**config.mk**
```make
export PLATFORM = sky130hd
export DESIGN_NAME = pipe_stage_regs
export DESIGN_NICKNAME = d
export VERILOG_FILES = /design/src/rtl/cpu_pkg.sv /design/src/rtl/pipe_reg.sv /design/src/rtl/pipe_stage_regs.sv
export SDC_FILE = /design/constraint.sdc
export NUM_CORES = 1
export LEC_CHECK = 0
export BUFFER_PORTS_ARGS = -buffer_cell sky130_fd_sc_hd__buf_2
export CAP_MARGIN = 10
export CORE_ASPECT_RATIO = 1.2
export CORE_UTILIZATION = 40
export DETAILED_ROUTE_END_ITERATION = 10
export PLACE_DENSITY = 0.68
export SETUP_SLACK_MARGIN = 0.5
export SYNTH_ARGS = -nofsm -noshare
export SYNTH_HDL_FRONTEND = slang
export SYNTH_HIERARCHICAL = 1
export SYNTH_SLANG_ARGS = --single-unit
```
**constraint.sdc**
```tcl
create_clock -name clk -period 2.79 [get_ports clk]
set_input_delay 0.558 -clock clk [delete_from_list [all_inputs] [get_ports clk]]
set_output_delay 0.558 -clock clk [all_outputs]
set_load 0.005 [all_outputs]
```
**src/rtl/cpu_pkg.sv**
```systemverilog
// rtl/cpu_pkg.sv - shared constants for the 16-bit CPU pipeline
//
// Purpose: datapath widths, the NOP encoding and the reset fetch address,
// shared by every pipeline block.
// Ports: none (package).
package cpu_pkg;
  localparam int          DATA_W    = 16;
  localparam int          REG_AW    = 4;
  localparam logic [15:0] NOP_INSTR = 16'h0000;
  localparam logic [15:0] RESET_PC  = 16'h0000;
endpackage

```
**src/rtl/pipe_reg.sv**
```systemverilog
// rtl/pipe_reg.sv - generic pipeline register with reset, clear and enable
//
// Purpose: one W-bit register. Priority: reset -> RST_VAL, clr_i -> CLR_VAL,
// en_i -> d_i, otherwise hold.
// Ports:
//   clk    in  1  clock, rising edge
//   reset  in  1  synchronous active-high reset
//   clr_i  in  1  load CLR_VAL (bubble)
//   en_i   in  1  load d_i
//   d_i    in  W  next value
//   q_o    out W  register contents
module pipe_reg #(
  parameter int           W       = 16,
  parameter logic [W-1:0] RST_VAL = '0,
  parameter logic [W-1:0] CLR_VAL = '0
) (
  input  logic         clk,
  input  logic         reset,
  input  logic         clr_i,
  input  logic         en_i,
  input  logic [W-1:0] d_i,
  output logic [W-1:0] q_o
);
  logic [W-1:0] q_q;

  always_ff @(posedge clk) begin
    if (reset)      q_q <= RST_VAL;
    else if (clr_i) q_q <= CLR_VAL;
    else if (en_i)  q_q <= d_i;
  end

  assign q_o = q_q;
endmodule

```
**src/rtl/pipe_stage_regs.sv**
```systemverilog
// rtl/pipe_stage_regs.sv - PC, IF/ID and ID/EX registers with hazard control
//
// Purpose: holds the fetch PC and the IF/ID and ID/EX pipeline registers,
// applies stall/flush/branch-redirect commands from the hazard unit and keeps
// saturating stall and flush event counters for the debug path.
// Ports:
//   clk, reset                      clock, synchronous active-high reset
//   stallF, stallD, flushD, flushE  hazard-unit commands
//   InstBranch, branchTarget        taken-branch redirect
//   instrF                          fetched instruction for pcF
//   pcF                             fetch address
//   instrD, pcPlus1D, validD        IF/ID contents
//   *D decoded inputs               controls/operands/addresses into ID/EX
//   *E outputs                      ID/EX contents
//   stallCnt, flushCnt, cntClear    performance counters and their clear
module pipe_stage_regs #(
  parameter int                DATA_W   = cpu_pkg::DATA_W,
  parameter int                REG_AW   = cpu_pkg::REG_AW,
  parameter logic [DATA_W-1:0] RESET_PC = DATA_W'(cpu_pkg::RESET_PC),
  parameter int                CNT_W    = 16
) (
  input  logic              clk,
  input  logic              reset,
  input  logic              stallF,
  input  logic              stallD,
  input  logic              flushD,
  input  logic              flushE,
  input  logic              InstBranch,
  input  logic [DATA_W-1:0] branchTarget,
  input  logic [DATA_W-1:0] instrF,
  output logic [DATA_W-1:0] pcF,
  output logic [DATA_W-1:0] instrD,
  output logic [DATA_W-1:0] pcPlus1D,
  output logic              validD,
  input  logic              RegWriteD,
  input  logic              MemToRegD,
  input  logic              MemWriteD,
  input  logic              immediateD,
  input  logic [3:0]        aluOpD,
  input  logic [DATA_W-1:0] srcData1D,
  input  logic [DATA_W-1:0] srcData2D,
  input  logic [DATA_W-1:0] immD,
  input  logic [REG_AW-1:0] srcAdd1D,
  input  logic [REG_AW-1:0] srcAdd2D,
  input  logic [REG_AW-1:0] destAddD,
  output logic              RegWriteE,
  output logic              MemToRegE,
  output logic              MemWriteE,
  output logic              immediateE,
  output logic              validE,
  output logic [3:0]        aluOpE,
  output logic [DATA_W-1:0] srcData1E,
  output logic [DATA_W-1:0] srcData2E,
  output logic [DATA_W-1:0] immE,
  output logic [REG_AW-1:0] srcAdd1E,
  output logic [REG_AW-1:0] srcAdd2E,
  output logic [REG_AW-1:0] destAddE,
  output logic [CNT_W-1:0]  stallCnt,
  output logic [CNT_W-1:0]  flushCnt,
  input  logic              cntClear
);
  import cpu_pkg::*;

  localparam int IFID_W = 2 * DATA_W + 1;
  localparam int IDEX_W = 9 + 3 * DATA_W + 3 * REG_AW;
  // A flushed IF/ID holds a NOP with pcPlus1D=0 and validD=0.
  localparam logic [IFID_W-1:0] IFID_CLR = {DATA_W'(NOP_INSTR), {DATA_W{1'b0}}, 1'b0};

  // ---------------- PC ----------------
  logic [DATA_W-1:0] pc_plus1;
  logic [DATA_W-1:0] pc_d;
  logic              pc_en;

  assign pc_plus1 = pcF + DATA_W'(1);      // wraps modulo 2^DATA_W
  // A taken branch always arrives with stallF set, so the redirect must
  // override the hold.
  assign pc_en    = InstBranch | ~stallF;
  assign pc_d     = InstBranch ? branchTarget : pc_plus1;

  pipe_reg #(.W(DATA_W), .RST_VAL(RESET_PC), .CLR_VAL('0)) u_pc (
    .clk(clk), .reset(reset), .clr_i(1'b0), .en_i(pc_en), .d_i(pc_d), .q_o(pcF)
  );

  // ---------------- IF/ID ----------------
  logic [IFID_W-1:0] ifid_d;
  logic [IFID_W-1:0] ifid_q;

  assign ifid_d = {instrF, pc_plus1, 1'b1};

  pipe_reg #(.W(IFID_W), .RST_VAL('0), .CLR_VAL(IFID_CLR)) u_ifid (
    .clk(clk), .reset(reset), .clr_i(flushD), .en_i(~stallD), .d_i(ifid_d), .q_o(ifid_q)
  );

  assign {instrD, pcPlus1D, validD} = ifid_q;

  // ---------------- ID/EX ----------------
  // No enable: a load-use stall is a stallD plus a flushE bubble here.
  logic [IDEX_W-1:0] idex_d;
  logic [IDEX_W-1:0] idex_q;

  assign idex_d = {RegWriteD, MemToRegD, MemWriteD, immediateD, validD, aluOpD,
                   srcData1D, srcData2D, immD, srcAdd1D, srcAdd2D, destAddD};

  pipe_reg #(.W(IDEX_W), .RST_VAL('0), .CLR_VAL('0)) u_idex (
    .clk(clk), .reset(reset), .clr_i(flushE), .en_i(1'b1), .d_i(idex_d), .q_o(idex_q)
  );

  assign {RegWriteE, MemToRegE, MemWriteE, immediateE, validE, aluOpE,
          srcData1E, srcData2E, immE, srcAdd1E, srcAdd2E, destAddE} = idex_q;

  // ---------------- performance counters ----------------
  logic [CNT_W-1:0] stall_cnt_q, stall_cnt_d;
  logic [CNT_W-1:0] flush_cnt_q, flush_cnt_d;
  logic             stall_inc, flush_inc;

  // A stall overridden by a flush of the same stage is not counted as a stall.
  assign stall_inc = stallD & ~flushD;
  assign flush_inc = flushD | flushE;

  always_comb begin
    stall_cnt_d = stall_cnt_q;
    flush_cnt_d = flush_cnt_q;
    if (cntClear) begin
      stall_cnt_d = '0;
      flush_cnt_d = '0;
    end else begin
      if (stall_inc && (stall_cnt_q != '1)) stall_cnt_d = stall_cnt_q + CNT_W'(1);
      if (flush_inc && (flush_cnt_q != '1)) flush_cnt_d = flush_cnt_q + CNT_W'(1);
    end
  end

  always_ff @(posedge clk) begin
    if (reset) begin
      stall_cnt_q <= '0;
      flush_cnt_q <= '0;
    end else begin
      stall_cnt_q <= stall_cnt_d;
      flush_cnt_q <= flush_cnt_d;
    end
  end

  assign stallCnt = stall_cnt_q;
  assign flushCnt = flush_cnt_q;
endmodule

```
Word-level counts from Yosys, hierarchy flattened. Index checks and enable logic that the tools add are counted.

Bits in registers: 150. Logic and storage cells: 21. Input port bits: 108.

Multiplexer cells: 1. Reductions and logical operators: 5. Add/subtract/negate cells: 3. Bitwise operators: 5. Equal/unequal tests: 2.

Operators with widths (count): $add A16 B1 Y16 const B (3); $ne A16 B16 Y1 const B (2); $mux W16 (1); $reduce_or A2 Y1 (3); $logic_and A1 B1 Y1 (2); $not A1 Y1 (2); $or A1 B1 Y1 (2); $and A1 B1 Y1 (1).

Logic depth before layout (Yosys ltp). Gate-level depths: netlist of the first run.

Depth after elaboration: 3. Depth in mapped cells: 7. Depth with buffers taken out: 7.

By module. The synthesis of the first run kept the hierarchy.

Modules (own cells, without submodules): pipe_reg at u_idex (instances 1, sequential area each 1381.3 um^2, cells an instance 224, area an instance 2442.3 um^2); pipe_stage_regs (instances 1, sequential area each 640.6 um^2, cells an instance 256, area an instance 2114.5 um^2); pipe_reg at u_ifid (instances 1, sequential area each 660.6 um^2, cells an instance 108, area an instance 1218.7 um^2); pipe_reg at u_pc (instances 1, sequential area each 320.3 um^2, cells an instance 53, area an instance 581.8 um^2).

Worst setup path before layout of the first run. Ideal clock, no wire load.

Path type: input-to-reg. From: input InstBranch. To: register u_pc.q_q[10], in the netlist u_pc/q_o[10]. Path slack: 811 ps. Stages: 7. Arrival time: 1865 ps. Library setup time: 114 ps. Data required time: 2676 ps. Cells stage by stage: clkbuf_1 -> clkbuf_1 -> nand2b_1 -> buf_4 -> buf_6 -> mux2i_1 -> nor2_1.

Word-level cells in the longest chain between the ends: 1. Elaborated cells on any way between the ends: 2.

RTL lines: start, declared (line pipe_stage_regs.sv:28) `input logic InstBranch,`; $or A1 B1 Y1 (line pipe_stage_regs.sv:77) `assign pc_en = InstBranch | ~stallF;`; named net pc_en (line pipe_stage_regs.sv:72) `logic pc_en;`; end signal, assigned (line pipe_reg.sv:29) `else if (en_i) q_q <= d_i;`; end, declared (line pipe_reg.sv:24) `logic [W-1:0] q_q;`.

The timed path passes the listed nets, and every way through them passes these cells. A chain may end at the register's enable or synchronous reset.

Final worst setup path of the first run.
From: register flush_cnt_q[0], in the netlist flushCnt[0]. To: register flush_cnt_q[14], in the netlist flushCnt[14].

Word-level cells in the longest chain between the ends: 2. Elaborated cells on any way between the ends: 3.

RTL lines: start, declared (line pipe_stage_regs.sv:113) `logic [CNT_W-1:0] flush_cnt_q, flush_cnt_d;`; start signal, assigned (line pipe_stage_regs.sv:138) `flush_cnt_q <= flush_cnt_d;`; branches (longest 2 deep; another with $add A16 B1 Y16).

Parallel ways; which one is timed is not known.

==> run metrics, run 1 <==
largest net degree at the start of global routing 70; final slew viol count 0; Finished Cell Area 0.00834 mm^2; boundary pin count 258; Net Switching 1130 uW; Pre-antenna DRT Iters 5; Setup-failing EPs final 0; CP Launch Type register; Fmax 0.525 GHz; number of flops mapped to enable cells by yosys 0; # hold bufs at CTS 0; fin crit period 1900 ps; Clk pwr share 47.9%; Rows 50; Core ar. 0.0156 mm^2; CTS tree built; Initial Utilization 40.8%; CP required 3130 ps; Final Net Count 1,003; gr ovfl total 0; count of cell types in the netlist 48; Hold Fails Final Rpt 0; synthesized flop and latch total 150; DRT antenna net count 0; RSZ-0062 raised after global routing no; Setup crit end kind register; Ant. Diodes 0; Die X 117 um; ys async rst share 0%; cts repair resizes 0; first-pass GRT wire length 25,000 um; max_cap viols 0; layout cells sized above 1 35.4%; TNS Setup 0 ps; vias in the first global route 5,145; Seq/Total Area, Yosys 47.2%; Total Routing Usage GR 19.6%; H-tree depth 4; Cell Count, Final, Fillers Out 1,112; Detailed Route WL 15,900 um; Clock Tree Buf Depth 2; Clock Latency Late Sink 410 ps; Ys Warns 6; Int Power 3910 uW; dpl ws 765 ps; Post-CTS Setup Bufs 0; share of total power in combinational logic 7.9%; DPL Wire Length 11,400 um; pwr dens 604 mW/mm^2; initial antenna violation count 0; top_reg_cell synth dfxtp_1; Syn Area/Cell 9.92 um^2; Root Driver clkbuf_16; Setup WS post-layout 887 ps; Pleak 0.00412 uW; Worst-path clk slew 60 ps; Clock Skews 8.64 ps; Cells after DPL 1,081; Inserted Clock Buffers 17; Sw Ratio 22.4%; CP arrival 2250 ps; CTS sink cnt 150; critical path class register to register; Post-Syn Area 0.00636 mm^2; slew at the pin with the worst max-slew slack 615 ps; hold crit path type primary input to register; vias 5,526; Sequential Power Share 44.2%; # DRC 0; die area 0.0164 mm^2; Worst VDD drop 0.000320 V; Area Growth Syn to Fin 31.3%; status finished, final reports clean; WL/cell 14.3 um; PortBufs 257; Final Wtd Congestion 0.840; Syn Inst Count 641; dpl cell area 0.00772 mm^2; post-DR vias/cell 4.97; Die H 140 um; share of the clock period used by the worst path 68.2%; Worst Path Max Fanout 6; 1st-iter DRT viols 237; Slew Limit Headroom 58.7%
routing by layer:
layer  track usage, %  up-vias  wire length (um)
met5                0        -                 0
met4             8.99        0               350
met3             5.76       27              1150
met2             33.4      192              7600
met1             22.1     2546              6810
li1                 -     2761                 -
worst paths after layout:
kind / startpoint / endpoint / slack [ps] / depth (start not counted)
max: flushCnt[0] / flushCnt[14] / 890 / 5
min: srcData2D[4] / u_idex/q_o[32] / 380 / 3
min reg2reg: u_ifid/q_o[28] / u_ifid/q_o[28] / 480 / 2
max reg2reg: flushCnt[0] / flushCnt[14] / 890 / 5
registers in the layout, summed over array words and instances, names as in the netlist:
signal,cells
stallCnt,16
u_idex/q_o,69
flushCnt,16
u_pc/q_o,16
u_ifid/q_o,33
power by group through the flow:
stage	clock [uW]	sequential (uW)	combinational (uW)
3_5_place_dp	0	2270	395
5_1_grt	2560	2230	441
3_3_place_gp	0	2270	392
6_report	2420	2230	397
2_1_floorplan	0	2280	241
4_1_cts	2480	2230	397
placed cells by master, fill, tap and decap left out, types with 6 or more instances in the layout:
cell type,n
or3_1,12
nand4_1,11
nor2_1,131
dfxtp_1,150
xor2_1,10
a21oi_1,17
o31ai_1,8
nand2_1,21
xnor2_1,6
buf_2,257
o21ai_0,11
mux2_2,15
mux2i_1,122
nand3_1,13
nor4_1,8
or4_1,8
clkbuf_16,17
nor3_1,8
and3_1,6
buf_4,9
per-stage QoR:
step                      utilization, %  hold WS [ps]  total power, uW
after global routing                53.6           366             5240
after detailed placement            49.6           475             2670
after global placement              49.6           466             2660
after floorplan                        -           472             2520
after CTS                           53.6           353             5100
final                               53.6           377             5040
worst max-delay path, cell delays in order (launching register included):
cell       delay [ps]
dfxtp_1           410
ha_1              270
o2111ai_1         240
or3_1             440
or3_1             350
a21oi_1           140
logic make-up after synthesis:
| group | after synthesis | synth area share, % |
|---|---|---|
| AO/OA/AOI/OAI | 57 | 5.92 |
| XOR/XNOR | 16 | 2.20 |
| adder cells (fa/ha/maj) | 3 | 0.590 |
| buffers and inverters | 40 | 4.49 |
| flip-flops | 150 | 47.2 |
| multiplexers | 137 | 21.9 |
| other | 2 | 0.118 |
| AND/OR/NAND/NOR | 236 | 17.6 |
Yosys cell counts (3+ instances only):
| cell | number | area (um^2) |
|---|---|---|
| and3_1 | 6 | 37.5 |
| nand2_1 | 21 | 78.8 |
| o21ai_0 | 11 | 55.1 |
| clkbuf_1 | 10 | 37.5 |
| xor2_1 | 10 | 87.6 |
| buf_6 | 11 | 124 |
| buf_8 | 3 | 45.0 |
| nand2b_1 | 3 | 18.8 |
| o31ai_1 | 8 | 60.1 |
| inv_1 | 4 | 15.0 |
| a21oi_1 | 17 | 85.1 |
| or2_1 | 3 | 18.8 |
| mux2_2 | 15 | 169 |
| nand4_1 | 11 | 68.8 |
| nor2_1 | 131 | 492 |
| xnor2_1 | 6 | 52.6 |
| nor4_1 | 8 | 50.1 |
| or4_1 | 8 | 60.1 |
| mux2i_1 | 122 | 1220 |
| nor3_1 | 8 | 40.0 |
| nand3_1 | 13 | 65.1 |
| a31oi_1 | 3 | 18.8 |
| dfxtp_1 | 150 | 3000 |
| ha_1 | 3 | 37.5 |
| o211ai_1 | 3 | 22.5 |
| buf_2 | 8 | 40.0 |
| or3_1 | 12 | 75.1 |
final cells by class:
| class | count | area (um^2) |
|---|---|---|
| clock inverter | 12 | 176 |
| fill | 1460 | 7230 |
| multi-input combinational | 452 | 3070 |
| inverter | 4 | 15.0 |
| sequential | 150 | 3000 |
| tap | 208 | 260 |
| clock buffer | 19 | 443 |
| timing repair buffer | 267 | 1370 |
Power figures use the tool's default switching activity.
==> run 2, diff against run 1 <==
- clock period: 2.79 -> 1.9 ns (I/O delays scaled with it)
==> run 2 against run 1 <==
Hold slack got worse by 180 ps. Sequential cell count did not move. Combinational power rose by 65%. First-iteration DRC count rose by 52%. Via count rose by 9.9%. Core utilization rose by 11 points. Global-route usage rose by 1.8 points. Setup slack got worse by 650 ps. Sequential power rose by 45%. Final area rose by 20%. Clock power rose by 36%. Sequential share of layout area fell by 4.6 points. Largest power group unchanged. Highest routed layer unchanged.
==> run metrics, run 2 (synthesis gave the netlist of run 1 again) <==
max_cap viols 0 (unchanged); Worst-path clk slew 60 ps (about the same); status finished, final reports clean (unchanged); reg-to-reg critical path endpoint u_pc/q_o[6] (was flushCnt[14]); Detailed Route WL 19,000 um (was 15,900 um); TNS Setup 0 ps (unchanged); Hold Path Origin immD[0] (was srcData2D[4]); # hold bufs at CTS 0 (unchanged); Clock Latency Late Sink 410 ps (about the same); boundary pin count 258 (unchanged); Total Routing Usage GR 21.3% (was 19.6%); Setup WS post-layout 237 ps (was 887 ps); DPL Wire Length 11,600 um (was 11,400 um); Layout fillers 1,235 (was 1,460); Final Wtd Congestion 0.847 (was 0.840); Inserted Clock Buffers 17 (unchanged); Worst Hold End u_idex/q_o[12] (was u_idex/q_o[32]); Slowest-stage cell, CP dfxtp_4 (was or3_1); slew at the pin with the worst max-slew slack 525 ps (was 615 ps); hold crit path type primary input to register (unchanged); critical path class register to register (unchanged); Clock Skews 6.39 ps (was 8.64 ps); most frequent cells in the layout buf_2 (246), nor2_1 (130), mux2i_1 (122), dfxtp_1 (103), buf_6 (60) (was buf_2 (257), dfxtp_1 (150), nor2_1 (131), mux2i_1 (122), nand2_1 (21)); Clock Tree Buf Depth 2 (unchanged); hold depth 3 (unchanged); CP Cell Sequence ha_4 > buf_4 > buf_6 > and3_4 > xor2_2 > mux2_4 > mux2i_1 > nor2_1 (was ha_1 > o2111ai_1 > or3_1 > or3_1 > a21oi_1); Sequential Power Share 45.1% (was 44.2%); # DRC 0 (unchanged); CP arrival 1960 ps (was 2250 ps); Clk pwr share 45.8% (was 47.9%); largest net degree at the start of global routing 70 (unchanged); Finished Cell Area 0.0100 mm^2 (was 0.00834 mm^2); dpl ws 133 ps (was 765 ps); Worst R2R Path Depth 8 (was 5); slowest stage delay, CP 370 ps (was 440 ps); Net Switching 1690 uW (was 1130 uW); Setup crit end kind register (unchanged); commonest non-fill, non-tap cell in the layout buf_2 (unchanged); FF-to-FF setup slack 240 ps (was 890 ps); Sw Ratio 23.5% (was 22.4%); WHS 194 ps (was 377 ps); Die X 117 um (unchanged); CTS sink cnt 150 (unchanged); layout cells sized above 1 52.5% (was 35.4%); DRT antenna net count 0 (unchanged); die area 0.0164 mm^2 (unchanged); Rows 50 (unchanged); PortBufs 257 (unchanged); final slew viol count 0 (unchanged); vias 6,072 (was 5,526); H-tree depth 4 (unchanged); dpl cell area 0.00804 mm^2 (was 0.00772 mm^2); share of the clock period used by the worst path 87.5% (was 68.2%); Ant. Diodes 0 (unchanged); Core ar. 0.0156 mm^2 (unchanged); initial antenna violation count 0 (unchanged); Worst Path Max Fanout 4 (was 6); max reg flops 69 (unchanged); first-pass GRT wire length 27,200 um (was 25,000 um); Final Net Count 1,098 (was 1,003); Die H 140 um (unchanged); 1st-iter DRT viols 360 (was 237); gr ovfl total 0 (unchanged); Area Growth Syn to Fin 57.6% (was 31.3%); WL/cell 15.8 um (was 14.3 um); CP required 2200 ps (was 3130 ps); Fmax 0.601 GHz (was 0.525 GHz); Slew Limit Headroom 65.0% (was 58.7%); Hold Fails Final Rpt 0 (unchanged); Int Power 5480 uW (was 3910 uW); share of total power in combinational logic 9.1% (was 7.9%); Pleak 0.00496 uW (was 0.00412 uW); RSZ-0062 raised after global routing yes (was no); Pre-antenna DRT Iters 6 (was 5); post-DR vias/cell 5.03 (was 4.97); pwr dens 715 mW/mm^2 (was 604 mW/mm^2); fin crit period 1660 ps (was 1900 ps); Initial Utilization 40.8% (unchanged); vias in the first global route 5,474 (was 5,145); Root Driver clkbuf_16 (unchanged); reg2reg start u_pc/q_o[0] (was flushCnt[0]); CP Launch Type register (unchanged); Setup-failing EPs final 0 (unchanged); Worst VDD drop 0.000509 V (was 0.000320 V); CTS tree built (unchanged)
run 2: cell count changes in the layout (fill, tap and decap cells not counted), moves of 7 or more:
cell	delta
buf_6	+60
dfxtp_1	-47
buf_4	+44
dfxtp_4	+35
dfxtp_2	+12
buf_2	-11
nor4_4	+9
nor4_1	-7
run 2: timing repair:
| item | 4_1_cts | 5_1_grt |
|---|---|---|
| resized for setup | 83 | 95 |
| pin swaps | 46 | 41 |
| setup endpoints to repair | 51 | 79 |
| setup buffers | 59 | 30 |
| gates cloned | 2 | 0 |
run 2: metal layers:
layer  vias up  global-route usage [%]  routed length [um]
li1       2970                       -                   -
met1      2809                    24.2                7600
met5         -                       0                   0
met3        48                    5.50                1200
met4         0                    10.3                 602
met2       245                    36.6                9640
run 2: per-stage QoR:
stage / cells / utilization, % / power, uW
after global routing: 1207 / 64.3 / 7450
after floorplan: 642 / - / 3700
after detailed placement: 1085 / 51.6 / 3920
after CTS: 1177 / 60.0 / 7200
final: 1207 / 64.3 / 7160
after global placement: 1085 / 51.6 / 3910
run 2: final cells by class:
class,instances,area (um^2),area share [%]
repair buffers,362,2360,23.6
clock buffers,22,485,4.84
clock inverters,9,91.3,0.911
flip-flops and latches,150,3150,31.4
inverters,4,15.0,0.150
well taps,208,260,2.60
multi-input cells,452,3660,36.5
run 2: worst max-delay path: cells and delay by family, from the launching register on:
| kind | cells | cell delay (ps) |
|---|---|---|
| buffers and inverters | 2 | 240 |
| AND/OR/NAND/NOR | 2 | 210 |
| adder cells (fa/ha/maj) | 1 | 160 |
| XOR/XNOR | 1 | 150 |
| multiplexers | 2 | 420 |
| flip-flops | 1 | 370 |
run 2: power by group through the flow:
stage	Clock, uW	Sequential (uW)	Combinational, uW
floorplan	0	3340	361
global placement	0	3330	583
detailed placement	0	3330	588
CTS	3350	3230	618
global route	3500	3240	714
finish	3280	3230	654
run 2: how the worst max path moves through the flow:
stage | start | to | slack, ps
6_report | u_pc/q_o[0] | u_pc/q_o[6] | 240
2_1_floorplan | u_pc/q_o[0] | u_pc/q_o[14] | 280
3_3_place_gp | flushD | flushCnt[9] | 160
5_1_grt | u_pc/q_o[0] | u_pc/q_o[10] | 170
4_1_cts | u_pc/q_o[6] | u_pc/q_o[15] | 330
3_5_place_dp | flushD | flushCnt[9] | 130
==> run 3, diff against run 2 <==
- ABC_AREA: not set -> 1
- PLACE_DENSITY: 0.68 -> 0.66
==> run 3 against run 2 <==
Critical path type unchanged. Clock power up 16%. First-iteration DRC count up 4.4%. Largest power group unchanged. Power up 11%. Core utilization down 9.7 points. Sequential share of layout area down 0.46 points. Cell count up 39%. Register-to-register slack better by 190 ps. Non-clock buffer count down 81. Critical path depth up 2.
==> run metrics, run 3 <==
Ys Warns 6 (unchanged); first-pass GRT wire length 30,600 um (was 27,200 um); area leader, netlist dfxtp_1 (unchanged); reg-to-reg critical path endpoint u_pc/q_o[7] (was u_pc/q_o[6]); RSZ-0062 raised after global routing yes (unchanged); Worst VDD drop 0.000536 V (was 0.000509 V); share of the synthesized area in the top cell type 40.6% (was 47.2%); reg2reg start u_pc/q_o[0] (unchanged); number of flops mapped to enable cells by yosys 0 (unchanged); vias 7,518 (was 6,072); pwr dens 800 mW/mm^2 (was 715 mW/mm^2); top_reg_cell synth dfxtp_1 (unchanged); TNS Setup 0 ps (unchanged); H-tree depth 4 (unchanged); CP dominant cell by count nand2_1; CP required 2260 ps (was 2200 ps); CTS sink cnt 150 (unchanged); # hold bufs at CTS 0 (unchanged); 1st-iter DRT viols 376 (was 360); Post-Syn Area 0.00739 mm^2 (was 0.00636 mm^2); die area 0.0190 mm^2 (was 0.0164 mm^2); share of total power in combinational logic 10.2% (was 9.1%); Hold Path Origin aluOpD[2] (was immD[0]); commonest non-fill, non-tap cell in the layout nand2_1 (was buf_2); Final Wtd Congestion 0.834 (was 0.847); Final Net Count 1,552 (was 1,098); PortBufs 257 (unchanged); Sequential Power Share 41.8% (was 45.1%); slowest stage delay, CP 370 ps (about the same); Die H 151 um (was 140 um); post-DR vias/cell 4.48 (was 5.03); Commonest cells post-synth nand2_1 (377), nor2_1 (317), inv_1 (162) (was dfxtp_1 (150), nor2_1 (131), mux2i_1 (122)); most frequent cells in the layout nand2_1 (363), nor2_1 (297), buf_2 (254), inv_1 (155), dfxtp_1 (107) (was buf_2 (246), nor2_1 (130), mux2i_1 (122), dfxtp_1 (103), buf_6 (60)); Worst-path clk slew 70 ps (was 60 ps); CP Cell Sequence nand3_4 > nor3_4 > buf_6 > xor2_4 > nand2_2 > nand2_1 > inv_1 > nand2_1 > nand2_1 > nor2_2 (was ha_4 > buf_4 > buf_6 > and3_4 > xor2_2 > mux2_4 > mux2i_1 > nor2_1); final slew viol count 0 (unchanged); largest net degree at the start of global routing 101 (was 70); boundary pin count 258 (unchanged); Cell Count, Final, Fillers Out 1,677 (was 1,207); Die X 126 um (was 117 um); CP arrival 1830 ps (was 1960 ps); vias in the first global route 6,618 (was 5,474); Clk pwr share 48.1% (was 45.8%); Syn Area/Cell 6.26 um^2 (was 9.92 um^2); max reg flops 69 (unchanged); Worst Path Max Fanout 3 (was 4); synthesized flop and latch total 150 (unchanged); layout cells sized above 1 31.2% (was 52.5%); Root Driver clkbuf_16 (unchanged); Layout fillers 1,858 (was 1,235); most frequent cell after synthesis nand2_1 (was dfxtp_1); Area Growth Syn to Fin 34.4% (was 57.6%); Clock Tree Buf Depth 2 (unchanged); fin crit period 1470 ps (was 1660 ps); critical path launch point u_pc/q_o[0] (unchanged); gr ovfl total 0 (unchanged); CP Launch Type register (unchanged); Clock Latency Late Sink 420 ps (was 410 ps); hold crit path type primary input to register (unchanged); Cells after DPL 1,632 (was 1,085); initial antenna violation count 0 (unchanged); Syn Inst Count 1,181 (was 641); DRT antenna net count 0 (unchanged); Fmax 0.681 GHz (was 0.601 GHz); Sw Ratio 24.2% (was 23.5%); Pre-antenna DRT Iters 5 (was 6); status finished, final reports clean (unchanged); Initial Utilization 40.7% (was 40.8%); count of cell types in the netlist 33 (was 48); DPL Wire Length 13,400 um (was 11,600 um); FF-to-FF setup slack 430 ps (was 240 ps); Setup WS post-layout 432 ps (was 237 ps); Worst Hold End u_idex/q_o[62] (was u_idex/q_o[12]); Rows 54 (was 50); ys async rst share 0% (unchanged); share of the clock period used by the worst path 77.3% (was 87.5%); Net Switching 1920 uW (was 1690 uW); Detailed Route WL 19,300 um (was 19,000 um); dpl ws 271 ps (was 133 ps); Pleak 0.00529 uW (was 0.00496 uW); Setup-failing EPs final 0 (unchanged); final total power 7950 uW (was 7160 uW); Int Power 6030 uW (was 5480 uW); Clock Skews 12.9 ps (was 6.39 ps); Inserted Clock Buffers 17 (unchanged); Worst R2R Path Depth 10 (was 8); Slowest-stage cell, CP dfxtp_4 (unchanged); # DRC 0 (unchanged); Setup crit end kind register (unchanged); Core ar. 0.0182 mm^2 (was 0.0156 mm^2); Seq/Total Area, Yosys 40.6% (was 47.2%); hold depth 5 (was 3); Ant. Diodes 0 (unchanged); max_cap viols 0 (unchanged); CTS tree built (unchanged); critical path class register to register (unchanged); Hold Fails Final Rpt 0 (unchanged); WL/cell 11.5 um (was 15.8 um); top cells by area, synth dfxtp_1 (41%), nand2_1 (19%), nor2_1 (16%), inv_1 (8.2%), nand3_1 (2.2%) (was dfxtp_1 (47%), mux2i_1 (19%), nor2_1 (7.7%), mux2_2 (2.7%), buf_6 (1.9%)); Total Routing Usage GR 20.0% (was 21.3%)
-- run 3: logic make-up after synthesis --
group                      Yosys count  synth area share [%]
adders and majority gates            3                 0.508
DFF                                150                  40.6
AOI/OAI and AO/OA                   33                  2.32
xor gates and xnor gates             6                 0.711
buffers and inverters              207                  12.4
other                                2                 0.102
and+or+nand+nor                    780                  43.4
-- run 3: area by class of cell --
class	instances	area, um^2	share of cell area (%)
tap	224	280	2.82
multi-input combinational	828	3760	37.9
clock buffer	19	453	4.56
inverter	163	613	6.17
clock inverter	12	214	2.15
sequential	150	3080	31.0
timing repair buffer	281	1540	15.5
-- run 3: per-layer routing --
metal	global-route usage [%]	part of all wire, %
met5	0	0
met4	8.92	1.6
met3	4.20	5.0
met2	34.6	49
met1	23.8	44
-- run 3: stage by stage --
step	instance area, um^2	hold WS [ps]	utilization [%]
4_1_cts	9640	223	53.1
6_report	9940	247	54.7
3_3_place_gp	8790	452	48.3
2_1_floorplan	7420	466	-
3_5_place_dp	8790	459	48.3
5_1_grt	9940	245	54.7
-- run 3: repair_timing --
| item | 4_1_cts | 5_1_grt |
|---|---|---|
| gates resized for setup | 47 | 85 |
| setup endpoints to repair | 63 | 74 |
| gates cloned | 1 | 0 |
| pin swaps | 8 | 22 |
| buffers inserted | 8 | 5 |
| endpoints found under the hold margin | 0 | 0 |
-- run 3: critical path, delay by kind of cell (launching register included) --
kind | cells | cell delay, ps
DFF | 1 | 370
and+or+nand+nor | 7 | 690
buffers and inverters | 2 | 190
xor gates and xnor gates | 1 | 180
-- run 3: worst max path at each step --
stage | to | slack [ps] | depth (start not counted)
2_1_floorplan | u_pc/q_o[12] | 510 | 14
3_3_place_gp | u_pc/q_o[7] | 310 | 9
3_5_place_dp | u_pc/q_o[7] | 270 | 9
4_1_cts | u_pc/q_o[15] | 450 | 12
5_1_grt | u_pc/q_o[7] | 310 | 10
6_report | u_pc/q_o[7] | 430 | 10
-- run 3: power groups by stage --
stage	clock network (uW)	registers, uW	logic [uW]
global placement	0	3390	763
global route	4060	3330	932
floorplan	0	3400	479
CTS	3930	3320	782
detailed placement	0	3390	769
finish	3820	3320	810
